[config.mk]
export PLATFORM = sky130hd
export DESIGN_NAME = execution_mdu
export DESIGN_NICKNAME = d
export VERILOG_FILES = /design/src/rtl/execution_mdu_pkg.sv /design/src/rtl/mdu_step.sv /design/src/rtl/execution_mdu.sv
export SDC_FILE = /design/constraint.sdc
export NUM_CORES = 1
export LEC_CHECK = 0
export CORE_MARGIN = 2
export CORE_UTILIZATION = 50
export DETAILED_ROUTE_END_ITERATION = 10
export GPL_TIMING_DRIVEN = 1
export PLACE_DENSITY_LB_ADDON = 0.3
export SYNTH_ARGS = -nofsm -noshare
export SYNTH_HDL_FRONTEND = slang
export SYNTH_SLANG_ARGS = --single-unit
[constraint.sdc]
create_clock -name clk -period 7.8 [get_ports clk]
set_clock_uncertainty 0.1 [all_clocks]
set_input_delay 1.17 -clock clk [delete_from_list [all_inputs] [get_ports clk]]
set_output_delay 1.17 -clock clk [all_outputs]
set_load 0.005 [all_outputs]
[src/rtl/execution_mdu_pkg.sv]
// rtl/execution_mdu_pkg.sv - op codes, FSM states and decode helpers for the multiply/divide unit
// Contents:
//   MDU_OP_WIDTH  width of the op field
//   mdu_op_e      op codes accepted from the issue pipeline
//   mdu_state_e   IDLE / CALC / FIX sequencer states
//   is_muldiv()   true for the multi-cycle ops (MULT, MULTU, DIV, DIVU)
package execution_mdu_pkg;

  localparam int MDU_OP_WIDTH = 3;

  typedef enum logic [MDU_OP_WIDTH-1:0] {
    MDU_NOP   = 3'd0,
    MDU_MULT  = 3'd1,
    MDU_MULTU = 3'd2,
    MDU_DIV   = 3'd3,
    MDU_DIVU  = 3'd4,
    MDU_MTHI  = 3'd5,
    MDU_MTLO  = 3'd6
  } mdu_op_e;

  typedef enum logic [1:0] {
    MDU_IDLE = 2'd0,
    MDU_CALC = 2'd1,
    MDU_FIX  = 2'd2
  } mdu_state_e;

  function automatic logic is_muldiv(input logic [MDU_OP_WIDTH-1:0] op);
    return (op == MDU_MULT) || (op == MDU_MULTU) || (op == MDU_DIV) || (op == MDU_DIVU);
  endfunction

endpackage

[src/rtl/mdu_step.sv]
// rtl/mdu_step.sv - combinational STEP-bit iteration of shift-add multiply / restoring divide
// Ports:
//   is_div   1 selects restoring divide, 0 selects shift-add multiply
//   acc_in   accumulator before the iteration
//            multiply: {partial product high half, remaining multiplier bits}
//            divide:   {partial remainder, remaining dividend bits / quotient bits}
//   operand  multiplicand (multiply) or divisor (divide), both magnitudes
//   acc_out  accumulator after STEP single-bit iterations
module mdu_step #(
  parameter int DATA_WIDTH = 32,
  parameter int STEP       = 1
) (
  input  logic                      is_div,
  input  logic [2*DATA_WIDTH-1:0]   acc_in,
  input  logic [DATA_WIDTH-1:0]     operand,
  output logic [2*DATA_WIDTH-1:0]   acc_out
);

  localparam int W = DATA_WIDTH;

  logic [2*W-1:0] a;
  logic [W:0]     sum;
  logic [W:0]     diff;

  always_comb begin
    a    = acc_in;
    sum  = '0;
    diff = '0;
    for (int i = 0; i < STEP; i++) begin
      if (is_div) begin
        // Trial subtract of the divisor from the remainder shifted left by one
        // with the next dividend bit; a clear sign bit means it fits.
        diff = {a[2*W-1:W], a[W-1]} - {1'b0, operand};
        if (!diff[W]) begin
          a = {diff[W-1:0], a[W-2:0], 1'b1};
        end else begin
          a = {a[2*W-2:0], 1'b0};
        end
      end else begin
        // Carry out of the add lands in the top bit as the product shifts right.
        sum = {1'b0, a[2*W-1:W]} + (a[0] ? {1'b0, operand} : '0);
        a   = {sum, a[W-1:1]};
      end
    end
    acc_out = a;
  end

endmodule

[src/rtl/execution_mdu.sv]
// rtl/execution_mdu.sv - iterative multiply/divide unit with HI/LO registers for the execution stage
// Ports:
//   clk, rst   clock (rising edge) and asynchronous active-high reset
//   flush      kills any in-flight op; outranks start and the final HI/LO write
//   start, op  op valid this cycle and its code (mdu_op_e)
//   rs, rt     dividend/multiplicand/MTHI-MTLO source and divisor/multiplier
//   stall_req  combinational hold request to the upstream pipeline
//   busy       registered, high while a mul/div is in flight
//   done       registered one-cycle pulse when a mul/div has just written HI/LO
//   hi, lo     architectural HI and LO registers
module execution_mdu
  import execution_mdu_pkg::*;
#(
  parameter int DATA_WIDTH = 32,
  parameter int STEP       = 1
) (
  input  logic                    clk,
  input  logic                    rst,
  input  logic                    flush,
  input  logic                    start,
  input  logic [MDU_OP_WIDTH-1:0] op,
  input  logic [DATA_WIDTH-1:0]   rs,
  input  logic [DATA_WIDTH-1:0]   rt,
  output logic                    stall_req,
  output logic                    busy,
  output logic                    done,
  output logic [DATA_WIDTH-1:0]   hi,
  output logic [DATA_WIDTH-1:0]   lo
);

  localparam int W     = DATA_WIDTH;
  localparam int N     = DATA_WIDTH / STEP;
  localparam int CNT_W = $clog2(N + 1);

  mdu_state_e       state, next_state;
  logic             is_div;
  logic             div_zero;
  logic             neg_q;     // product / quotient must be negated
  logic             neg_r;     // remainder takes the (negative) dividend sign
  logic [W-1:0]     opnd;      // multiplicand, divisor, or raw rs for divide-by-zero
  logic [2*W-1:0]   acc;
  logic [2*W-1:0]   acc_next;
  logic [CNT_W-1:0] cnt;

  logic             op_muldiv;
  logic             op_signed;
  logic             op_isdiv;
  logic             accept;
  logic [W-1:0]     abs_rs;
  logic [W-1:0]     abs_rt;
  logic [2*W-1:0]   prod_fix;
  logic [W-1:0]     quo_fix;
  logic [W-1:0]     rem_fix;

  assign op_muldiv = is_muldiv(op);
  assign op_signed = (op == MDU_MULT) || (op == MDU_DIV);
  assign op_isdiv  = (op == MDU_DIV) || (op == MDU_DIVU);
  assign accept    = start && !flush && (state == MDU_IDLE);

  // Magnitudes for signed ops; MIN stays MIN, which reads correctly as unsigned.
  assign abs_rs = (op_signed && rs[W-1]) ? -rs : rs;
  assign abs_rt = (op_signed && rt[W-1]) ? -rt : rt;

  assign stall_req = busy | (start & op_muldiv & ~flush);

  assign prod_fix = neg_q ? -acc : acc;
  assign quo_fix  = neg_q ? -acc[W-1:0] : acc[W-1:0];
  assign rem_fix  = neg_r ? -acc[2*W-1:W] : acc[2*W-1:W];

  mdu_step #(
    .DATA_WIDTH (DATA_WIDTH),
    .STEP       (STEP)
  ) u_step (
    .is_div  (is_div),
    .acc_in  (acc),
    .operand (opnd),
    .acc_out (acc_next)
  );

  always_comb begin
    next_state = state;
    case (state)
      MDU_IDLE: begin
        if (start && !flush && op_muldiv) begin
          next_state = (op_isdiv && rt == '0) ? MDU_FIX : MDU_CALC;
        end
      end
      MDU_CALC: begin
        if (flush) begin
          next_state = MDU_IDLE;
        end else if (cnt == CNT_W'(N - 1)) begin
          next_state = MDU_FIX;
        end
      end
      MDU_FIX:  next_state = MDU_IDLE;
      default:  next_state = MDU_IDLE;
    endcase
  end

  always_ff @(posedge clk or posedge rst) begin
    if (rst) begin
      state    <= MDU_IDLE;
      busy     <= 1'b0;
      done     <= 1'b0;
      hi       <= '0;
      lo       <= '0;
      is_div   <= 1'b0;
      div_zero <= 1'b0;
      neg_q    <= 1'b0;
      neg_r    <= 1'b0;
      opnd     <= '0;
      acc      <= '0;
      cnt      <= '0;
    end else begin
      state <= next_state;
      busy  <= (next_state != MDU_IDLE);
      done  <= 1'b0;
      case (state)
        MDU_IDLE: begin
          if (accept && op == MDU_MTHI) hi <= rs;
          if (accept && op == MDU_MTLO) lo <= rs;
          if (accept && op_muldiv) begin
            is_div   <= op_isdiv;
            div_zero <= op_isdiv && (rt == '0);
            neg_q    <= op_signed && (rs[W-1] ^ rt[W-1]);
            neg_r    <= (op == MDU_DIV) && rs[W-1];
            opnd     <= (op_isdiv && rt == '0) ? rs : (op_isdiv ? abs_rt : abs_rs);
            acc      <= {{W{1'b0}}, (op_isdiv ? abs_rs : abs_rt)};
            cnt      <= '0;
          end
        end
        MDU_CALC: begin
          if (!flush) begin
            acc <= acc_next;
            cnt <= cnt + 1'b1;
          end
        end
        MDU_FIX: begin
          if (!flush) begin
            done <= 1'b1;
            if (div_zero) begin
              lo <= '1;
              hi <= opnd;
            end else if (is_div) begin
              lo <= quo_fix;
              hi <= rem_fix;
            end else begin
              {hi, lo} <= prod_fix;
            end
          end
        end
        default: ;
      endcase
    end
  end

endmodule

# Word-level counts from Yosys, hierarchy flattened
# Cells that the tools add are included.
# Widths: inputs -> output; s select.
# totals
wordCells	99
register_bits	174
input_bits	71
output_inout_bits	67
# op_classes
mux	34
n_addsub	8
n_eq_ne	14
n_reduce_logical	26
n_bitwise	5
# ops
operator	count
$mux 32	16
$mux 64	5
$neg 32->32	4
$pmux 32 s2	2
$pmux 64 s2	1
$neg 64->64	1
$add 32x33->33	1
$sub 33x32->33	1
$logic_not 32->1	1
$mux 6	2
$pmux 6 s2	1
$logic_and 1x1->1	11
$eq 3x3->1 const B	3
$reduce_and 3->1	3
$mux 2	4
$add 6x1->6 const B	1
$eq 3x2->1 const B	2
$eq 6x5->1 const B	1
$ne 2x1->1 const B	3
$reduce_bool 2->1	3
$logic_or 1x1->1	5
$ne 2x2->1 const B	2
$pmux 2 s2	1
$eq 3x1->1 const B	1
other kinds (10)	12

# Logic depth before layout (Yosys ltp)
# Gate-level depths: netlist (run 1).
# logic_depth
depth_word	8
ltp_mapped	14
depth_no_buf	13

# Hierarchy
# Synthesis (run 1) repeated with hierarchy kept, for this count alone.
# unflattened
hier_cells	2088
hier_area_um2	16447.0
# by_module_without_submodules
module	n_inst	area_per_inst_um2	cells_each
execution_mdu	1	11866.4	1424
mdu_step	1	4580.6	664

# Worst setup path before layout (run 1)
# No wires, ideal clock.
# synth_path
path_kind	input to register
start	input port rs[10]
end	register opnd[29]
setup_ns	0.087
setup_slack_ns	3.955
cell_stages	10
t_arrival_ns	3.658
cell_sequence	clkbuf_1 > or4_1 > or4b_1 > or3_1 > nand2b_1 > nor3_1 > nor2_1 > nand2_1 > mux2_2 > a22oi_1
# synth_via
elab_chain_cells	4
# synth_lines
item	line_no	text
from (decl)	execution_mdu.sv:22	input logic [DATA_WIDTH-1:0] rs,
$neg 32->32	execution_mdu.sv:61	assign abs_rs = (op_signed && rs[W-1]) ? -rs : rs;
$mux 32	execution_mdu.sv:61	
$mux 32 (2 in series)	execution_mdu.sv:127	opnd <= (op_isdiv && rt == '0) ? rs : (op_isdiv ? abs_rt : abs_rs);
to (signal assigned)	execution_mdu.sv:127	
to (decl)	execution_mdu.sv:40	logic [W-1:0] opnd;
# Every way passes these cells.
# A chain may end at the register's enable or synchronous reset.

# Final worst setup path (run 1)
# layout_path
start	input port rt[6]
end	register opnd[29]
# layout_via
elab_chain_cells	4
word_cells_on_any_way	6
cone_classes	1 x add/sub; 3 x mux; 2 x reduce/logical
# layout_lines
item	line_no	text
from (decl)	execution_mdu.sv:23	input logic [DATA_WIDTH-1:0] rt,
$neg 32->32	execution_mdu.sv:62	assign abs_rt = (op_signed && rt[W-1]) ? -rt : rt;
$mux 32	execution_mdu.sv:62	
$mux 32	execution_mdu.sv:127	
$mux 32 (*)	execution_mdu.sv:127	
# Every way passes the cells marked *; elsewhere a longest branch is shown, timed or not.

==> flow_summary.json, run 1 <==
{
  "rsz0062_at_grt": "no",
  "cts_setup_buffers": 0,
  "hold_violations": 0,
  "synth_edf_count": 0,
  "clk_pin_slew_ns": 0.08,
  "nets": 2292,
  "yosys_warnings": 0,
  "drc": 0,
  "synth.largest_area_cell": "dfrtp_1",
  "die_h_um": 184,
  "overflow": 0,
  "clockRootBuffer": "clkbuf_16",
  "power.total_mw": 6.07,
  "synth_seq_area_share_pct": 27.0,
  "fin_tns_setup_ns": 0,
  "fin_cells": 2566,
  "drive_gt1_share_pct": 4.58,
  "hold_class": "flop to flop",
  "ys_ff_latch": 174,
  "max-cap-violations": 0,
  "yosysTopAreaCellShare_pct": 27.0,
  "post-dp-hpwl_um": 45400,
  "grt_pass1_vias": 16000,
  "placed_area_mm2": 0.0176,
  "start_kind": "input port",
  "drtAntennaViolNets": 0,
  "design.core.area_mm2": 0.0316,
  "finalInstanceArea_mm2": 0.0182,
  "initial_core_util_pct": 51.0,
  "rows": 65,
  "avgSynthCellArea_um2": 7.56,
  "crit_type": "input port to flop",
  "area_delta_synth_final_pct": 13.1,
  "cts_tree": "done",
  "grt_max_degree": 74,
  "ios": 138,
  "drv_slew": 0,
  "avgRoutedWirePerCell_um": 23.8,
  "utilization_pct": 57.6,
  "ir_worst_vdd_mv": 0.178,
  "power.density_mw_per_mm2": 333,
  "synthFlopType": "dfrtp_1",
  "dp.cells": 2533,
  "first_pass_iters": 9,
  "setup_viol_count_final": 0,
  "cts.path.max_buffers": 2,
  "gp_congestion": 1.01,
  "num_vias": 17300,
  "worst_pin_slew_ns": 1.12,
  "antenna_found_initial": 3,
  "yosysUniqueCellTypes": 76,
  "cts_hold_repair.buffers": 0,
  "numPortBuffers": 137,
  "cts_resized": 0,
  "synth_cells": 2133,
  "max_slew_margin_pct": 24.7,
  "critical_path.max_fanout": 17,
  "synth.area.top_cells": "dfrtp_1, o21ai_0, a21oi_1, ha_1, xnor2_1",
  "min_period_ns": 4.78,
  "grt_util_all_layers_pct": 36.3,
  "htreeDepth": 4,
  "die-area_mm2": 0.0337,
  "syn_area_mm2": 0.0161,
  "cts_made_buffers": 17,
  "leakagePower_nw": 7.52,
  "cp.required_ns": 8.06,
  "finalCritPeriodShare_pct": 61.3,
  "synth_nets": 2275,
  "crit_path_end_kind": "flop",
  "async_flop_share_pct": 100,
  "drt_iter0_markers": 2195,
  "routed_via_density": 6.73,
  "clock_latency_ns": 0.46,
  "cts.sinks": 174,
  "wirelength_um": 61100,
  "fmax_mhz": 209,
  "die_x_um": 184,
  "grt_pass1_wl_um": 94300,
  "status": "finished, final reports clean",
  "arrival_ns": 5.05
}
## kinds of logic (layout without fill, tap and decap cells)
kind of cell             count (synthesis)  in the layout  share of synthesized area [%]
AND/OR/NAND/NOR                        759            759                           22.6
AO/OA/AOI/OAI                          671            671                           26.5
buffers and inverters                  230            260                           5.50
XOR/XNOR                               174            174                           9.45
flip-flops                             174            174                           27.0
adder cells (fa/ha/maj)                 71             71                           5.60
multiplexers                            54             54                           3.39
other                                    0              1                              0
## critical path, cell delays in order
cell             delay (ns)
clkdlybuf4s50_1        0.48
nor4_1                 0.51
nor3b_1                0.62
nand4_1                0.27
nor2_1                 0.38
nand3_1                0.65
nand2_1                0.45
nand2_1                0.09
mux2_2                 0.27
a22oi_1                0.15
## metal layers
layer	part of all wire [%]	routed length [um]	global-route usage, %	vias to the layer above
met3	13	8080	10.7	184
met5	0.021	13	0	-
met2	41	25300	52.7	1115
li1	-	-	-	7810
met4	4.4	2670	14.7	2
met1	41	25000	50.4	8148
## area by class of cell
cell class | instances | area [um^2]
tap | 402 | 503
clock inverter | 15 | 179
multi-input combinational | 1729 | 10900
timing repair buffer | 164 | 1570
clock buffer | 17 | 425
sequential | 174 | 4360
inverter | 64 | 245
fill | 2947 | 13400
antenna | 1 | 2.50
## report_power, final
part	switching [mW]	internal, mW
sequential	0.495	1.16
clock	0.473	0.440
combinational	2.07	1.43
## synthesized netlist by cell type (19+ instances only)
| library cell | number |
|---|---|
| clkbuf_1 | 148 |
| a211oi_1 | 20 |
| nand2b_1 | 24 |
| nand4_1 | 22 |
| o22ai_1 | 28 |
| a31oi_1 | 22 |
| ha_1 | 69 |
| o211ai_1 | 20 |
| a21oi_1 | 180 |
| and3_1 | 33 |
| a21o_1 | 32 |
| mux2i_1 | 49 |
| inv_1 | 64 |
| o21ai_0 | 183 |
| xnor2_1 | 92 |
| nand3_1 | 76 |
| xor2_1 | 82 |
| nand2_1 | 214 |
| a221oi_1 | 28 |
| dfrtp_1 | 174 |
| nor2_1 | 210 |
| nor3_1 | 62 |
| o31ai_1 | 29 |
| or3_1 | 19 |
## state kept, by name, summed over array words and instances (netlist names)
name	count
acc	64
busy	1
cnt	6
div_zero	1
done	1
hi	32
is_div	1
lo	32
neg_q	1
neg_r	1
opnd	32
state	2
## per-stage QoR
step                worst slack (ns)  hold slack [ns]
floorplan                       1.81            0.370
global placement                2.86            0.358
detailed placement              2.69            0.369
CTS                             3.15            0.387
global route                    2.73            0.412
finish                          3.02            0.380
## worst paths after layout
kind / start / cells past startpoint / slack (ns) / end
max in group asynchronous: rst / 3 / 5.19 / is_div
setup reg to reg: acc[0] / 12 / 3.07 / acc[57]
min in group asynchronous: rst / 2 / 1.06 / lo[9]
hold reg to reg: lo[4] / 1 / 0.38 / lo[4]
setup / recovery: rt[6] / 10 / 3.02 / opnd[29]
hold / removal: lo[4] / 1 / 0.38 / lo[4]
## layout by cell type (no fill, tap or decap), types with 29 or more instances in the layout
master and instances:
o21ai_0 181, nand3_1 76, o31ai_1 29, ha_1 69, clkdlybuf4s50_1 137, inv_1 63
nor2_1 206, nor3_1 61, xnor2_1 91, and3_1 33, dfrtp_1 173, xor2_1 81
mux2i_1 49, a21o_1 32, nand2_1 214, a21oi_1 180
Power figures use the tool's default switching activity.
==> inputs of run 2 (changes only) <==
- clock period: 7.8 -> 4.9 ns (I/O delays scaled with it)
==> flow_summary.json, run 2 (synthesis results as in run 1) <==
{
  "grt_pass1_wl_um": 96200,
  "status": "finished, final reports clean",
  "drive_gt1_share_pct": 5.80,
  "utilization_pct": 58.4,
  "hold_class": "flop to flop",
  "critPathTopFamily": "compound AO/OA/AOI/OAI gates",
  "max-cap-violations": 0,
  "seqPwrFrac_pct": 26.3,
  "overflow": 0,
  "wl_met1_um": 26000,
  "critical_path.max_fanout": 26,
  "grt_max_degree": 133,
  "ir_worst_vdd_mv": 0.261,
  "cts.sinks": 174,
  "nets": 2320,
  "fmax_mhz": 244,
  "cts_setup_buffers": 0,
  "rows": 65,
  "clock_latency_ns": 0.46,
  "cpMostUsedCell": "o21ai_0",
  "cts_made_buffers": 17,
  "first_pass_iters": 6,
  "finalInstanceArea_mm2": 0.0185,
  "cts.path.max_buffers": 2,
  "cts_hold_repair.buffers": 0,
  "drtAntennaViolNets": 0,
  "drc": 0,
  "die_h_um": 184,
  "crit_path_cell_trace": "inv_1 -> buf_4 -> nor2_1 -> ha_1 -> a21o_1 -> a21oi_1 -> nand2_1 -> o21ai_0 -> o31ai_1 -> a211oi_1 -> o21ai_0 -> a22oi_1 -> a311oi_1",
  "setup_ws_ns": 0.798,
  "design.core.area_mm2": 0.0316,
  "routed_via_density": 6.70,
  "p_clk_share_pct": 14.9,
  "cts_tree": "done",
  "crit_path_end_kind": "flop",
  "switching_power_mw": 4.87,
  "cpPeakStageDelay_ns": 0.58,
  "grt_pass1_vias": 16200,
  "n_antenna_cell": 0,
  "finalCritPeriodShare_pct": 83.7,
  "initial_core_util_pct": 51.0,
  "final_cell_mix": "nand2_1, nor2_1, o21ai_0",
  "num_vias": 17400,
  "avgRoutedWirePerCell_um": 24.1,
  "htreeDepth": 4,
  "crit_type": "flop to flop",
  "max_slew_margin_pct": 17.6,
  "grt_util_all_layers_pct": 37.1,
  "ios": 138,
  "power.density_mw_per_mm2": 528,
  "wl_met3_um": 7850,
  "numPortBuffers": 137,
  "p_int_mw": 4.89,
  "drt_iter0_markers": 2475,
  "rsz0062_at_grt": "no",
  "die_x_um": 184,
  "path_buf_inv": 2,
  "placed_area_mm2": 0.0178,
  "timing.hold.ws_ns": 0.381,
  "top_register": "acc",
  "routed.top_layer": "met4",
  "drv_slew": 0,
  "clk_pin_slew_ns": 0.09,
  "area_delta_synth_final_pct": 14.5,
  "clockRootBuffer": "clkbuf_16",
  "switching_share_pct": 49.9,
  "cp.required_ns": 5.12,
  "gp_congestion": 1.04,
  "antenna_found_initial": 0,
  "leakagePower_nw": 7.65,
  "pwr-share-comb_pct": 58.7,
  "setup_viol_count_final": 0,
  "largest_reg_flops": 64,
  "dr_wl_met2_um": 26200,
  "wirelength_um": 62400,
  "post-dp-hpwl_um": 47100,
  "die-area_mm2": 0.0337,
  "min_period_ns": 4.10,
  "hold_violations": 0,
  "worst_pin_slew_ns": 1.23,
  "arrival_ns": 4.32,
  "place_ws_ns": 0.649,
  "crit_path_top_delay_cell": "o21ai_0",
  "fin_tns_setup_ns": 0,
  "layout.cells.most_common": "nand2_1",
  "start_kind": "flop",
  "cts_resized": 0
}
[run 2: cell types whose count changed in the layout (fill, tap and decap cells not counted), sizes merged]
cell	before	now
buf	27	55
inv	75	69
clkinvlp	0	2
diode	1	0
clkinv	4	8
[run 2: per-layer routing]
layer / GRT usage [%] / vias to the layer above
li1: - / 7866
met1: 52.1 / 8167
met2: 54.1 / 1161
met3: 10.6 / 179
met4: 13.3 / 0
met5: 0 / -
[run 2: cell type report]
type	instances	area, um^2
Clock inverter	15	190
Timing Repair Buffer	192	1800
Multi-Input combinational cell	1729	10900
Clock buffer	17	425
Inverter	64	244
Tap cell	402	503
Fill cell	2913	13200
Sequential cell	174	4360
[run 2: worst min-delay path: stages, from the launching register on]
cell     delay (ns)
dfrtp_1        0.35
nand2_1        0.04
o21ai_0        0.05
[run 2: worst paths after layout]
check / slack (ns) / from / end / cells after the start
max: 0.80 / acc[0] / acc[63] / 13
min: 0.38 / lo[18] / lo[18] / 2
max reg2reg: 0.80 / acc[0] / acc[63] / 13
min reg2reg: 0.38 / lo[18] / lo[18] / 2
max in group asynchronous: 3.34 / rst / is_div / 3
min in group asynchronous: 0.69 / rst / lo[8] / 3
[run 2: per-stage QoR]
step | std cells | power (mW)
global placement | 2561 | 8.01
finish | 2593 | 9.75
detailed placement | 2561 | 8.12
global route | 2593 | 10.4
floorplan | 2133 | 6.30
CTS | 2593 | 9.58
[run 2: power by group through the flow]
stage,clock network [mW],registers (mW),logic (mW)
floorplan,0,2.24,4.06
global placement,0,2.54,5.47
detailed placement,0,2.56,5.56
CTS,1.44,2.53,5.60
global route,1.50,2.62,6.25
finish,1.46,2.57,5.73
